### config.mk
export PLATFORM = sky130hd
export DESIGN_NAME = gray_updown_counter
export DESIGN_NICKNAME = d
export VERILOG_FILES = /design/src/rtl/gray_pkg.sv /design/src/rtl/gray2bin_conv.sv /design/src/rtl/gray_updown_counter.sv
export SDC_FILE = /design/constraint.sdc
export NUM_CORES = 1
export LEC_CHECK = 0
export CAP_MARGIN = 20
export CORE_MARGIN = 2
export CORE_UTILIZATION = 25
export CTS_BUF_LIST = sky130_fd_sc_hd__clkbuf_16
export DETAILED_ROUTE_END_ITERATION = 8
export PLACE_DENSITY = 0.6
export SETUP_SLACK_MARGIN = 0.05
export SLEW_MARGIN = 20
export SYNTH_ARGS = -nofsm -noshare
export SYNTH_HDL_FRONTEND = slang
export SYNTH_SLANG_ARGS = --single-unit
### constraint.sdc
create_clock -name clk -period 2 [get_ports clk]
set_input_delay 0.3 -clock clk [delete_from_list [all_inputs] [get_ports clk]]
set_output_delay 0.3 -clock clk [all_outputs]
set_load 0.005 [all_outputs]
### src/rtl/gray_pkg.sv
// Shared Gray/binary helpers and width limits used by the Gray counter and converter blocks.
// Helpers run on a fixed 32-bit word, so narrower values are zero-extended before the call.
package gray_pkg;

  localparam int GRAY_W_MIN = 2;
  localparam int GRAY_W_MAX = 32;

  typedef logic [GRAY_W_MAX-1:0] gword_t;

  function automatic bit gray_width_ok(input int w);
    return (w >= GRAY_W_MIN) && (w <= GRAY_W_MAX);
  endfunction

  function automatic gword_t bin2gray(input gword_t v);
    return v ^ (v >> 1);
  endfunction

  // Leading zero bits decode to zeros, so a zero-extended narrow code decodes correctly.
  function automatic gword_t gray2bin(input gword_t gv);
    gword_t bv;
    bv[GRAY_W_MAX-1] = gv[GRAY_W_MAX-1];
    for (int i = GRAY_W_MAX - 2; i >= 0; i--) begin
      bv[i] = bv[i+1] ^ gv[i];
    end
    return bv;
  endfunction

endpackage

### src/rtl/gray2bin_conv.sv
// Combinational Gray-to-binary converter.
// Each binary bit is the XOR of its own Gray bit and every Gray bit above it.
module gray2bin_conv #(
  parameter int WIDTH = 4
) (
  input  logic [WIDTH-1:0] g_i,
  output logic [WIDTH-1:0] b_o
);

  for (genvar i = 0; i < WIDTH; i++) begin : g_bit
    assign b_o[i] = ^g_i[WIDTH-1:i];
  end

endmodule

### src/rtl/gray_updown_counter.sv
// Up/down counter that holds binary as the arithmetic state and registers the Gray view alongside it.
// tc pulses for one cycle after any count taken from the terminal value (wrap or saturate).
module gray_updown_counter
  import gray_pkg::*;
#(
  parameter int WIDTH = 4,
  parameter bit WRAP  = 1'b1
) (
  input  logic             clk,
  input  logic             rst,
  input  logic             en,
  input  logic             up,
  input  logic             load,
  input  logic             load_is_gray,
  input  logic [WIDTH-1:0] load_val,
  output logic [WIDTH-1:0] g,
  output logic [WIDTH-1:0] b,
  output logic             tc
);

  if (!gray_width_ok(WIDTH)) begin : g_bad_width
    $error("gray_updown_counter: WIDTH out of range");
  end

  localparam logic [WIDTH-1:0] ALL_ONES = '1;
  localparam logic [WIDTH-1:0] ZERO     = '0;
  localparam logic [WIDTH-1:0] ONE      = {{(WIDTH-1){1'b0}}, 1'b1};

  logic [WIDTH-1:0] b_q, b_d;
  logic [WIDTH-1:0] g_q, g_d;
  logic             tc_q, tc_d;
  logic [WIDTH-1:0] load_bin;
  logic             at_term;

  gray2bin_conv #(.WIDTH(WIDTH)) u_load_conv (
    .g_i (load_val),
    .b_o (load_bin)
  );

  always_comb begin
    at_term = up ? (b_q == ALL_ONES) : (b_q == ZERO);
    b_d     = b_q;
    tc_d    = 1'b0;
    if (load) begin
      b_d = load_is_gray ? load_bin : load_val;
    end else if (en) begin
      tc_d = at_term;
      // Saturating mode parks at the terminal value but still reports the attempted step.
      if (!(at_term && !WRAP)) begin
        b_d = up ? (b_q + ONE) : (b_q - ONE);
      end
    end
    g_d = WIDTH'(bin2gray(gword_t'(b_d)));
  end

  always_ff @(posedge clk) begin
    if (rst) begin
      b_q  <= ZERO;
      g_q  <= ZERO;
      tc_q <= 1'b0;
    end else begin
      b_q  <= b_d;
      g_q  <= g_d;
      tc_q <= tc_d;
    end
  end

  assign g  = g_q;
  assign b  = b_q;
  assign tc = tc_q;

endmodule

[After elaboration in Yosys (flattened, before gate mapping)]
Index checks and enable logic that the tools add are counted.
Storage, ports and cells
  register bits: 9
  output and inout port bits: 9
  logic and storage cells: 18
Operators by class
  $add $sub $neg: 2
  equality and inequality tests: 1
  mux-type cells: 5
  bitwise gates (word level): 2
  reductions and logical operators: 5
Operator list (count)
  $mux W4: 3
  $add A4 B1 Y4 const B: 1
  $eq A4 B4 Y1 const B: 1
  $logic_not A4 Y1: 1
  $reduce_xor A4 Y1: 1
  $sub A4 B1 Y4 const B: 1
  $xor A4 B3 Y4: 1
  $mux W3: 1
  $reduce_or A3 Y1: 1
  $reduce_xor A3 Y1: 1
  $reduce_xor A2 Y1: 1
  $mux W1: 1
  $not A1 Y1: 1

[Longest topological paths before layout]
Gate-level depths: netlist (run 1).
  depth in word-level cells: 5
  depth in mapped cells: 7
  mapped depth without buffers: 7

[Cells and area by module]
A second synthesis (run 1) with hierarchy kept.
Second synthesis, totals
  cells, all modules: 62
  area total of the unflattened synthesis: 603.1 um2
Modules (own cells, without submodules)
  gray_updown_counter: instances 1, cells each 57, area each 553.0 um2, seq. area each 160.2 um2
  gray2bin_conv: instances 1, cells each 5, area each 50.0 um2, seq. area each 0.0 um2

[Worst setup path after synthesis (run 1)]
No wires, ideal clock.
  kind: register to register
  start: register b_q[0] (netlist: b[0])
  end: register g_q[1] (netlist: g[1])
  setup time: 115 ps
  data arrival time: 1584 ps
  required time: 1885 ps
  path slack: 302 ps
  cell stages (with the launch flop): 8
  buffers on the path: 0
  period minus slack after synthesis: 1698 ps
  path through: dfxtp_1 inv_1 fa_1 nor2b_1 nor3_1 nor3_2 xnor2_1 nor2_1
On the way
  word-level cells in the longest chain between the ends: 5
  elaborated cells between the ends (all ways): 6
Ends and longest elaborated chain
  from (decl): RTL line gray_updown_counter.sv:29  | logic [WIDTH-1:0] b_q, b_d;
  from (signal assigned): RTL line gray_updown_counter.sv:58  | b_q <= ZERO;
  from (signal assigned): RTL line gray_updown_counter.sv:62  | b_q <= b_d;
  $sub A4 B1 Y4 or $add A4 B1 Y4 (tied branches): RTL line gray_updown_counter.sv:50  | b_d = up ? (b_q + ONE) : (b_q - ONE);
  $mux W4 (*): RTL line gray_updown_counter.sv:50
  $mux W4 (*): RTL line gray_updown_counter.sv:46  | end else if (en) begin
  $mux W4 (*): RTL line gray_updown_counter.sv:44  | if (load) begin
  $xor A4 B3 Y4 (*): RTL line gray_pkg.sv:15  | return v ^ (v >> 1);
  to (signal assigned): RTL line gray_updown_counter.sv:63  | g_q <= g_d;
  to (decl): RTL line gray_updown_counter.sv:30  | logic [WIDTH-1:0] g_q, g_d;
Mark *: on every way between the ends. The rest lies on a longest branch, timed or not.
A chain may end at the register's enable or synchronous reset.

[Worst setup path in the final report (run 1)]
  start: input port load_val[2]
  end: register g_q[0] (netlist: g[0])
On the way
  word-level cells in the longest chain between the ends: 4
  elaborated cells between the ends (all ways): 5
Ends and longest elaborated chain
  from (decl): RTL line gray_updown_counter.sv:15  | input logic [WIDTH-1:0] load_val,
  $reduce_xor A4 Y1 or $reduce_xor A3 Y1 (tied branches): RTL line gray2bin_conv.sv:11  | assign b_o[i] = ^g_i[WIDTH-1:i];
  $mux W3 (*): RTL line gray_updown_counter.sv:45  | b_d = load_is_gray ? load_bin : load_val;
  $mux W4 (*): RTL line gray_updown_counter.sv:44
  $xor A4 B3 Y4 (*): RTL line gray_pkg.sv:15
Marks and branches as above.

==> results.cfg, run 1 <==
[die]
die_area_sq_um = 2600
fp.dieH_microns = 51.0
coreArea_sq_um = 2150
rows = 17
die_w_microns = 51.0
start_util = 0.257
io_pins = 19

[drt]
first_pass_iters = 3
vias_per_cell = 4.65
routed_wl_mm = 1.29
ant_nets = 0
wire_per_inst_microns = 10.9
via_count = 553
dr.first_iter.drc_count = 5
drc = 0

[flow_run]
cap_viol_max_count = 0

[logic_synthesis]
synth_edf_count = 0
synth_largest_area_cell = dfxtp_1
synth_common_cells = dfxtp_1, nor2_1, nor2b_1
synth_nets = 77
synth.cell_area_sq_um = 553
yosys_most_used_dff = dfxtp_1
synth_top_area_frac = 0.290
ys_ff_latch = 8
syn_avg_cell_area_sq_um = 8.64
yosys.cell_types.count = 32
ys_seq_area_frac = 0.290
synth_most_common_cell = dfxtp_1
synth_area_leaders = dfxtp_1, xor2_1, nor2b_1, nor2_1, xnor2_1
synth_warnings = 0
synthCells = 64
async_flop_share = 0

[sta]
fin_worst_skew_ns = 0.000940
setup_violations = 0
finalCritPeriodShare = 0.906
period_needed_ns = 1.81
worstMarginPinSlew_ns = 0.310
hold_viol_final = 0
grt_setup_unrepaired = false
slew_viol_final = 0
timing.fmax_mhz = 552
tns_ns = 0
timing.slew.headroom = 0.791

[global_routing]
met3_usage = 0.00877
grt_busiest_layer = met2
grt_pass1_vias = 513
use_met2 = 0.188
grt_first_pass_wirelength_mm = 2.13
met1_usage = 0.125
grt_max_degree = 10
antenna_found_initial = 0
gr-total-overflow = 0
grtUsageTotal = 0.104

[critical_path]
worstPathArrival_ns = 1.92
endpoint_kind = flip-flop
crit_type = in2reg
cp_slowest_stage_delay_ns = 0.48
cp-start-kind = primary input
cp_max_fo = 2
cp_cell_sequence = clkdlybuf4s50_1, xnor3_1, or3_4, a31oi_4, xnor2_1, nor2_1
rrSetupSlack_ns = 0.25
slowest_stage = clkdlybuf4s50_1
crit_required_ns = 2.10
r2r_cells = 7

[outcome]
status = finished, final reports clean

[clock_tree]
cts_tree = yes
hold_buffers = 0
post_cts_buffers = 0
cts.htree.levels = 1
cts_buffers = 3
clk_latency_ns = 0.23
clk_path_buf_depth = 2
clkSlewWorstSetupHoldPaths_ns = 0.04
clock-sinks = 8
cts_root_buf = clkbuf_16
ctsResizeCount = 0

[min_path]
hold_depth = 5
hold_path.class = in2reg

[placement]
port_buffers = 18
place_congestion = 0.824
place_area_sq_um = 821
hpwl_microns = 971

[pwr]
leakage_nw = 0.381
powerDensity_nw_per_um2 = 775
finalPower_mw = 0.730
ir_drop_mv = 0.456

[cells_and_area]
syn_to_final_growth_pct = 70.1
design_area_sq_um = 941
drive_gt1_frac = 0.220
antenna_cells = 0
nNetsFinal = 106
==> metrics by stage <==
stage          hold WS [ns]  worst slack [ns]  std cells   util
2_1_floorplan         0.372             0.302         64      -
3_3_place_gp          0.722            -0.141        116  0.382
3_5_place_dp          0.708            -0.141        116  0.382
4_1_cts               0.715            0.0722        119  0.417
5_1_grt               0.726            0.0818        119  0.438
6_report              0.658             0.189        119  0.438
==> logic make-up after synthesis <==
kind of cell / Yosys count / synth area share
buffers and inverters: 7 / 0.0543
AO/OA/AOI/OAI: 10 / 0.113
XOR/XNOR: 8 / 0.152
AND/OR/NAND/NOR: 28 / 0.310
adder cells (fa/ha/maj): 3 / 0.0814
flip-flops: 8 / 0.290
==> report_power, final <==
group | internal (mW) | total, mW | leakage (nW) | switching, mW
clock | 0.257 | 0.327 | 0.0370 | 0.0703
sequential | 0.180 | 0.193 | 0.0664 | 0.0130
combinational | 0.123 | 0.210 | 0.278 | 0.0863
==> cell type report <==
class,count,area [sq um]
Clock buffer,3,75.1
Fill cell,220,1210
Inverter,4,15.0
Multi-Input combinational cell,49,405
Sequential cell,8,160
Tap cell,28,35.0
Timing Repair Buffer,27,250
==> worst paths after layout <==
check	from	end
setup / recovery	load_val[2]	g[0]
hold / removal	up	tc
setup reg to reg	b[1]	g[2]
hold reg to reg	b[1]	tc
==> per-layer routing <==
| layer | routed length (microns) | part of all wire |
|---|---|---|
| met5 | 0 | 0 |
| met4 | 0 | 0 |
| met3 | 20 | 0.015 |
| met2 | 717 | 0.55 |
| met1 | 556 | 0.43 |
==> registers in the layout, indices dropped and copies added, names as in the netlist <==
register,count
tc,1
g,3
b,4
==> worst max-delay path: cells and delay by family <==
kind / cells / cell delay, ns
buffers and inverters: 1 / 0.48
xor gates and xnor gates: 2 / 0.53
and+or+nand+nor: 2 / 0.40
AOI/OAI and AO/OA: 1 / 0.20
==> cells in the final DEF (no fill, tap or decap), types with 2 or more instances in the layout <==
cell type / instances
clkdlybuf4s50_1: 17
buf_4: 9
dfxtp_1: 8
nor2_1: 7
nor2b_1: 5
inv_1: 4
xor2_1: 4
xnor2_1: 3
clkbuf_16: 3
nor4_1: 2
a21oi_1: 2
nor4b_1: 2
nor3_2: 2
a21oi_2: 2
ha_1: 2
No activity file was read; power rests on OpenSTA's default activity.
==> run 2: changes to the inputs <==
Settings changed: CORE_MARGIN 2 to unset, SLEW_MARGIN 20 to unset.
==> run 2 against run 1 <==
Net effect: flip-flop and latch count is the same; routed wire length rose by 1.7%; worst setup slack worse by 0.025 ns; clock skew grew 0.0016 ns; hold slack better by 0.061 ns.
==> results.cfg, run 2 (synthesis gave the netlist of run 1 again) <==
[outcome]
status = finished, final reports clean

[cells_and_area]
fin_cells = 116
drive_gt1_frac = 0.191
syn_to_final_growth_pct = 64.7
largest_reg_flops = 4
antenna_cells = 0
final_common_cell = clkdlybuf4s50_1
mostFrequentLayoutCells = clkdlybuf4s50_1, dfxtp_1, nor2_1, buf_4, nor2b_1
design_area_sq_um = 911
nNetsFinal = 104

[critical_path]
crit_required_ns = 2.10
cp-start-kind = primary input
endpoint_kind = flip-flop
worstPathArrival_ns = 1.94
cp_max_fo = 2
crit_type = in2reg

[sta]
grt_setup_unrepaired = false
hold_viol_final = 0
timing.slew.headroom = 0.784
finalCritPeriodShare = 0.918
fin_worst_skew_ns = 0.00256
worstMarginPinSlew_ns = 0.319
timing.fmax_mhz = 545
setup_violations = 0
slew_viol_final = 0
tns_ns = 0
period_needed_ns = 1.84

[die]
coreArea_sq_um = 2020
start_util = 0.274
fp.dieH_microns = 49.0
die_area_sq_um = 2400
io_pins = 19
rows = 16
die_w_microns = 49.0

[pwr]
ir_drop_mv = 0.334
finalPower_mw = 0.721
leakage_nw = 0.369
powerDensity_nw_per_um2 = 792

[global_routing]
grt_first_pass_wirelength_mm = 2.17
grtUsageTotal = 0.119
gr-total-overflow = 0
grt_max_degree = 11
antenna_found_initial = 0
grt_pass1_vias = 519

[placement]
place_area_sq_um = 805
place_congestion = 0.808
hpwl_mm = 1.01
port_buffers = 18
placed_cells = 113

[clock_tree]
cts_tree = yes
cts_buffers = 3
clk_path_buf_depth = 2
cts_root_buf = clkbuf_16
hold_buffers = 0
clock-sinks = 8
cts.htree.levels = 1
clkSlewWorstSetupHoldPaths_ns = 0.04
clk_latency_ns = 0.23

[drt]
routed_wl_mm = 1.32
drc = 0
dr.first_iter.drc_count = 6
via_count = 543
wire_per_inst_microns = 11.3
vias_per_cell = 4.68
first_pass_iters = 4
ant_nets = 0

[min_path]
hold_path.class = in2reg

[flow_run]
cap_viol_max_count = 0
==> run 2: power by group <==
part	internal, mW	switching, mW
clock	0.257	0.0711
combinational	0.116	0.0838
sequential	0.180	0.0128
total	0.553	0.168
==> run 2: layout make-up <==
class,count,area [sq um]
Fill cell,196,1110
Multi-Input combinational cell,49,392
Timing Repair Buffer,25,235
Sequential cell,8,160
Clock buffer,3,75.1
Tap cell,27,33.8
Inverter,4,15.0
==> run 2: through the flow <==
stage | setup WS [ns] | utilization | hold WS, ns
2_1_floorplan | 0.302 | - | 0.372
3_3_place_gp | -0.141 | 0.398 | 0.710
3_5_place_dp | -0.181 | 0.398 | 0.738
4_1_cts | 0.0666 | 0.437 | 0.746
5_1_grt | 0.0870 | 0.450 | 0.768
6_report | 0.164 | 0.450 | 0.719
==> run 2: worst max-delay path, stage by stage <==
cell             delay, ns
clkdlybuf4s50_1       0.48
xnor3_1               0.40
or3_1                 0.33
a31oi_2               0.23
xnor2_1               0.14
nor2_1                0.06
==> run 2: layer usage <==
metal  wire, microns  global-route usage  up-vias
li1                -                   -      276
met1             569               0.129      254
met2             707               0.218       13
met3              39              0.0280        0
met4               0              0.0490        0
met5               0                   0        -
==> run 2: final timing paths <==
check,startpoint,to,slack (ns),cells past startpoint
max,load_val[2],g[0],0.16,6
min reg2reg,b[2],tc,0.74,4
min,up,tc,0.72,5
max reg2reg,b[1],g[2],0.27,7
==> run 2: what timing repair did <==
action	CTS	global route
hold endpoints to repair	0	0
endpoints found under the setup margin	2	3
gates resized for setup	1	6
pin swaps	0	1
setup buffers	0	0
